$ cat config.mk
export PLATFORM = sky130hd
export DESIGN_NAME = div_unit_32
export DESIGN_NICKNAME = d
export VERILOG_FILES = /design/src/rtl/div_unit_32.sv
export SDC_FILE = /design/constraint.sdc
export NUM_CORES = 1
export LEC_CHECK = 0
export CAP_MARGIN = 25
export CORE_MARGIN = 5
export CORE_UTILIZATION = 27
export CTS_BUF_LIST = sky130_fd_sc_hd__clkbuf_8
export CTS_CLUSTER_DIAMETER = 50
export DETAILED_ROUTE_END_ITERATION = 10
export GPL_TIMING_DRIVEN = 0
export PLACE_DENSITY_LB_ADDON = 0.25
export SETUP_SLACK_MARGIN = 0.3
export SYNTH_ARGS = -nofsm -noshare
export SYNTH_HDL_FRONTEND = slang
export SYNTH_SLANG_ARGS = --single-unit
$ cat constraint.sdc
create_clock -name Clk -period 4.3 [get_ports Clk]
set_input_delay 0.645 -clock Clk [delete_from_list [all_inputs] [get_ports Clk]]
set_output_delay 0.645 -clock Clk [all_outputs]
set_load 0.1 [all_outputs]
$ cat src/rtl/div_unit_32.sv
// div_unit_32 -- iterative 32-bit signed/unsigned divider.
//
// One restoring shift-subtract step per clock on operand magnitudes, with a
// final sign-fix cycle. A normal divide takes 34 edges from the accepting
// edge to a visible done pulse. A divide by zero finishes after one edge.
// The results hold until the next completion or a reset.
//
// Optional feature macro: DIV_EARLY_OUT_EN
//   When it is defined, a divide whose divisor magnitude exceeds the dividend
//   magnitude skips the iteration and finishes after one edge with
//   quotient = 0 and remainder = a.
module div_unit_32 (
  input  logic        Clk,
  input  logic        Rst,
  input  logic        start,
  input  logic        is_signed,
  input  logic [31:0] a,
  input  logic [31:0] b,
  output logic        busy,
  output logic        done,
  output logic [31:0] quotient,
  output logic [31:0] remainder,
  output logic        div_by_zero
);

  typedef enum logic [2:0] {
    S_IDLE = 3'd0,
    S_PREP = 3'd1,
    S_RUN  = 3'd2,
    S_FIX  = 3'd3,
    S_DONE = 3'd4
  } state_t;

  state_t      state_r;
  state_t      state_s;

  // Operands captured at the accepting edge.
  logic [31:0] a_r;
  logic [31:0] b_r;
  logic        signed_r;

  // Iteration datapath.
  logic [31:0] mag_b_r;   // divisor magnitude
  logic [31:0] quo_r;     // dividend bits shift out, quotient bits shift in
  logic [31:0] rem_r;     // partial remainder (always < divisor magnitude)
  logic        neg_q_r;   // quotient must be negated at the end
  logic        neg_r_r;   // remainder must be negated at the end
  logic [5:0]  cnt_r;

  // Registered outputs.
  logic        busy_r;
  logic        done_r;
  logic [31:0] quotient_r;
  logic [31:0] remainder_r;
  logic        dbz_r;

  // Combinational helpers.
  logic [31:0] mag_a_s;
  logic [31:0] mag_b_s;
  logic        b_zero_s;
  logic        early_s;
  logic [32:0] shift_s;
  logic [33:0] trial_s;
  logic        fits_s;
  logic        last_step_s;

  // Magnitude of a value. This is the two's-complement absolute value when sgn
  // is set. 0x80000000 maps to itself, which is the correct unsigned magnitude.
  function automatic logic [31:0] mag_of(input logic [31:0] v, input logic sgn);
    logic [31:0] res;
    if (sgn && v[31]) begin
      res = ~v + 32'd1;
    end else begin
      res = v;
    end
    return res;
  endfunction

  // Conditionally negate a magnitude back into two's-complement form.
  function automatic logic [31:0] apply_sign(input logic [31:0] v, input logic neg);
    logic [31:0] res;
    if (neg) begin
      res = ~v + 32'd1;
    end else begin
      res = v;
    end
    return res;
  endfunction

  // Operand magnitudes, zero-divisor detect and one restoring-step trial subtract.
  always_comb begin
    mag_a_s     = mag_of(a_r, signed_r);
    mag_b_s     = mag_of(b_r, signed_r);
    b_zero_s    = (b_r == 32'd0);
    // The partial remainder shifts left and takes the next dividend bit. That
    // gives a 33-bit value, so divisors >= 0x80000000 still compare correctly.
    shift_s     = {rem_r, quo_r[31]};
    trial_s     = {1'b0, shift_s} - {2'b00, mag_b_r};
    // The subtraction is accepted only when there is no borrow. The result
    // then fits back into the 32-bit partial remainder.
    fits_s      = (trial_s[33:32] == 2'b00);
    last_step_s = (cnt_r == 6'd31);
`ifdef DIV_EARLY_OUT_EN
    early_s     = (!b_zero_s) && (mag_b_s > mag_a_s);
`else
    early_s     = 1'b0;
`endif
  end

  // State register with synchronous reset.
  always_ff @(posedge Clk) begin
    if (Rst) begin
      state_r <= S_IDLE;
    end else begin
      state_r <= state_s;
    end
  end

  // Next-state decode.
  always_comb begin
    state_s = state_r;
    case (state_r)
      S_IDLE: begin
        if (start) begin
          state_s = S_PREP;
        end else begin
          state_s = S_IDLE;
        end
      end
      S_PREP: begin
        if (b_zero_s || early_s) begin
          state_s = S_DONE;
        end else begin
          state_s = S_RUN;
        end
      end
      S_RUN: begin
        if (last_step_s) begin
          state_s = S_FIX;
        end else begin
          state_s = S_RUN;
        end
      end
      S_FIX: begin
        state_s = S_DONE;
      end
      S_DONE: begin
        state_s = S_IDLE;
      end
      default: begin
        state_s = S_IDLE;
      end
    endcase
  end

  // Operand capture, iteration datapath and result registers.
  always_ff @(posedge Clk) begin
    if (Rst) begin
      a_r         <= 32'd0;
      b_r         <= 32'd0;
      signed_r    <= 1'b0;
      mag_b_r     <= 32'd0;
      quo_r       <= 32'd0;
      rem_r       <= 32'd0;
      neg_q_r     <= 1'b0;
      neg_r_r     <= 1'b0;
      cnt_r       <= 6'd0;
      quotient_r  <= 32'd0;
      remainder_r <= 32'd0;
      dbz_r       <= 1'b0;
    end else begin
      case (state_r)
        S_IDLE: begin
          if (start) begin
            a_r      <= a;
            b_r      <= b;
            signed_r <= is_signed;
          end else begin
            a_r      <= a_r;
            b_r      <= b_r;
            signed_r <= signed_r;
          end
        end
        S_PREP: begin
          quo_r   <= mag_a_s;
          mag_b_r <= mag_b_s;
          rem_r   <= 32'd0;
          neg_q_r <= signed_r & (a_r[31] ^ b_r[31]);
          neg_r_r <= signed_r & a_r[31];
          cnt_r   <= 6'd0;
          if (b_zero_s) begin
            quotient_r  <= 32'hFFFF_FFFF;
            remainder_r <= a_r;
            dbz_r       <= 1'b1;
          end else if (early_s) begin
            quotient_r  <= 32'd0;
            remainder_r <= a_r;
            dbz_r       <= 1'b0;
          end else begin
            quotient_r  <= quotient_r;
            remainder_r <= remainder_r;
            dbz_r       <= dbz_r;
          end
        end
        S_RUN: begin
          if (fits_s) begin
            rem_r <= trial_s[31:0];
            quo_r <= {quo_r[30:0], 1'b1};
          end else begin
            rem_r <= shift_s[31:0];
            quo_r <= {quo_r[30:0], 1'b0};
          end
          cnt_r <= cnt_r + 6'd1;
        end
        S_FIX: begin
          quotient_r  <= apply_sign(quo_r, neg_q_r);
          remainder_r <= apply_sign(rem_r, neg_r_r);
          dbz_r       <= 1'b0;
        end
        S_DONE: begin
          quotient_r  <= quotient_r;
          remainder_r <= remainder_r;
          dbz_r       <= dbz_r;
        end
        default: begin
          quotient_r  <= quotient_r;
          remainder_r <= remainder_r;
          dbz_r       <= dbz_r;
        end
      endcase
    end
  end

  // busy/done are registered from the next state so they line up with it.
  always_ff @(posedge Clk) begin
    if (Rst) begin
      busy_r <= 1'b0;
      done_r <= 1'b0;
    end else begin
      busy_r <= (state_s != S_IDLE);
      done_r <= (state_s == S_DONE);
    end
  end

  assign busy        = busy_r;
  assign done        = done_r;
  assign quotient    = quotient_r;
  assign remainder   = remainder_r;
  assign div_by_zero = dbz_r;

endmodule

==> reports/qor.csv <==
metric,value,unit
final_core_util,0.337,
hpwl,40.5,mm
skew,0.0545,ns
syn2layout_area_growth,23.4,%
drc,0,
grt_start_max_net_pins,14,
drt_wl_total,51.0,mm
num_rows,82,
finalCritPeriodShare,0.896,
cp_max_fo,10,
ant_nets,0,
critPathKind,reg -> reg,
synthFlopType,dfxtp_1,
async_flop_share,0,
hold_start,mag_b_r[31],
grtUsageTotal,0.178,
clockBufferDepth,3,
power.leakage,0.00620,uW
finalCriticalPeriod,3.85,ns
power,6030,uW
syn_avg_cell_area,7.86,um2
cts.sinks,239,
synth_cell_types,74,
slew_viol_final,0,
cts_tree,done,
cellPowerDensity,356,nW/um2
die_y,235,um
synth_cells,1743,
critPathLaunchType,flop,
regArea,4780,um2
fp.coreArea,50200,um2
place_congestion,0.882,
fin_tns_setup,0,ns
whs_path_depth,2,
max-vdd-ir-drop,0.211,mV
wl_met2,23.8,mm
r2r_cells,11,
crit_arrival,4.41,ns
clk_latency,0.64,ns
drt_iter0_drc,862,
dieArea,55400,um2
outcome,"complete, no violations",
endpoint_kind,flop,
antenna_found_initial,1,
ys_ff_latch,239,
die_w,235,um
grt_overflow,0,
routedWlPerCell,19.4,um
grt_pass1_wl,78.3,mm
relSlewSlack,0.271,
num_io_pins,135,
fill_cells,5384,
met1_length,23.1,mm
top_layer,met4,
root_buffer,clkbuf_8,
worst_slew_pin_slew,1.09,ns
reg2reg_slack,0.45,ns
rsz0062_at_grt,yes,
htreeDepth,2,
cp_cell_sequence,"ha_1, clkbuf_1, a31o_2, a21oi_1, o211ai_1, a31oi_1, a2111oi_1, o21ai_0, buf_2, a2111oi_0, a311o_1",
avgViaCountPerCell,5.07,
multi_input_area,8200,um2
syn_nets,1849,
initial_core_util,0.273,
final_nets,2037,
whs_endpoint,mag_b_r[31],
slowest_stage,a2111oi_0,
synth_edf_count,0,
r2r_end,rem_r[25],
final_cell_mix,"nand2_1 (287), dfxtp_1 (239), a21oi_1 (175), nor2_1 (154), clkdlybuf4s50_1 (134)",
yosys_warnings,0,
synth_area,13700,um2
cts-buffers-inserted,47,
port_buffers,134,
path_clk_slew,0.06,ns
dr_total_vias,13400,
firstDrtPassIters,5,
critPathRequiredTime,4.86,ns
setup_viol,0,
met3_length,2.71,mm
hold_path_class,reg -> reg,
hold_violations,0,
drive_above_1_share,0.0779,
r2r_start,rem_r[8],
ys_seq_area_frac,0.349,
grt_pass1_vias,13300,
maxCapViolCount,0,
max_freq,0.259,GHz
critical-path-max-stage-delay,0.62,ns
final_common_cell,nand2_1,
[state kept, by name (all words and copies together) (netlist names)]
register	cells
mag_b_r	32
neg_q_r	1
cnt_r	6
div_by_zero	1
busy	1
b_r	32
signed_r	1
quo_r	32
a_r	32
remainder	32
rem_r	32
state_r	3
neg_r_r	1
done	1
quotient	32
[what timing repair did]
item                                    4_1_cts  5_1_grt
gates resized for setup                       0        9
hold buffers                                  0        0
endpoints found under the setup margin        0       28
endpoints found under the hold margin         0        0
buffers inserted                              0        2
[kinds of logic (layout without fill, tap and decap cells)]
group           count (synthesis)  in the layout  share of synthesized area
simple gates                  642            642                      0.216
compound gates                505            505                      0.258
flops                         239            239                      0.349
buf+inv                       179            400                     0.0526
xor+xnor                      139            139                     0.0888
fa+ha+maj                      38             38                     0.0352
mux                             1              1                   0.000730
other cells                     0              1                          0
[routing by layer]
layer	up-vias	GRT usage
met1	6327	0.230
met2	325	0.299
li1	6621	-
met3	84	0.0358
met4	0	0.0551
met5	-	0
[power breakdown]
group / leakage (uW) / switching [uW] / internal, uW / total (uW)
Combinational: 0.00372 / 813 / 418 / 1230
Clock: 0.000536 / 1040 / 1320 / 2360
Sequential: 0.00194 / 118 / 2320 / 2440
Total: 0.00620 / 1970 / 4060 / 6030
[cells in the mapped netlist, types with 6 or more instances]
cell	n	area (um2)
ha_1	37	463
nand3_1	24	120
o21ai_0	61	305
o41ai_1	15	131
nand2b_1	11	68.8
nor4_1	7	43.8
or3_1	15	93.8
dfxtp_1	239	4780
o21a_1	6	45.0
a211oi_1	38	285
nor2_1	154	578
o22ai_1	12	75.1
a311o_1	9	90.1
xnor2_1	61	534
nand4_1	27	169
a22oi_1	31	233
a311oi_1	16	140
clkbuf_1	108	405
nand2_1	287	1080
or2_2	6	37.5
inv_1	54	203
nor3_2	6	60.1
and3_1	8	50.1
o221a_2	6	67.6
xor2_1	78	683
a21oi_1	175	876
a31oi_1	9	56.3
and2_1	18	113
buf_2	6	30.0
a221oi_2	24	360
a21o_1	16	120
nor3_1	27	135
or4_1	13	97.6
o211ai_1	18	135
o31ai_1	26	195
nor2b_1	7	43.8
[layout make-up]
cell class | instances | area share
antenna | 1 | 0.000148
inverter | 54 | 0.0120
buffer | 125 | 0.0309
clock inverter | 25 | 0.0108
multi-input combinational | 1325 | 0.485
clock buffer | 57 | 0.0464
tap | 672 | 0.0497
timing repair buffer | 139 | 0.0823
sequential | 239 | 0.283
[per-stage QoR]
| step | setup slack [ns] | std cells | hold WS [ns] | cell area [um2] |
|---|---|---|---|---|
| 2_1_floorplan | 1.21 | 1743 | 0.432 | 13700 |
| 4_1_cts | 0.357 | 2634 | 0.455 | 16900 |
| 5_1_grt | 0.255 | 2637 | 0.488 | 16900 |
| 3_5_place_dp | 0.401 | 2552 | 0.450 | 15900 |
| 3_3_place_gp | 0.408 | 2549 | 0.445 | 15900 |
| 6_report | 0.445 | 2637 | 0.455 | 16900 |
[worst max path at each step]
stage                          from   endpoint  slack, ns  cells past startpoint
final                      rem_r[8]  rem_r[25]       0.45                     11
after detailed placement   rem_r[8]  rem_r[24]       0.40                     11
after CTS                  rem_r[8]  rem_r[24]       0.36                     11
after global placement     rem_r[8]  rem_r[25]       0.41                     11
after global routing       rem_r[8]  rem_r[25]       0.25                     11
after floorplan           rem_r[16]  rem_r[24]       1.21                     12
[critical path: cells and delay by family (launching register included)]
| family | cells | cell delay, ns |
|---|---|---|
| AO/OA/AOI/OAI | 8 | 2.56 |
| buffers and inverters | 2 | 0.52 |
| flip-flops | 1 | 0.40 |
| adder cells (fa/ha/maj) | 1 | 0.32 |
No activity file was read; power rests on OpenSTA's default activity.
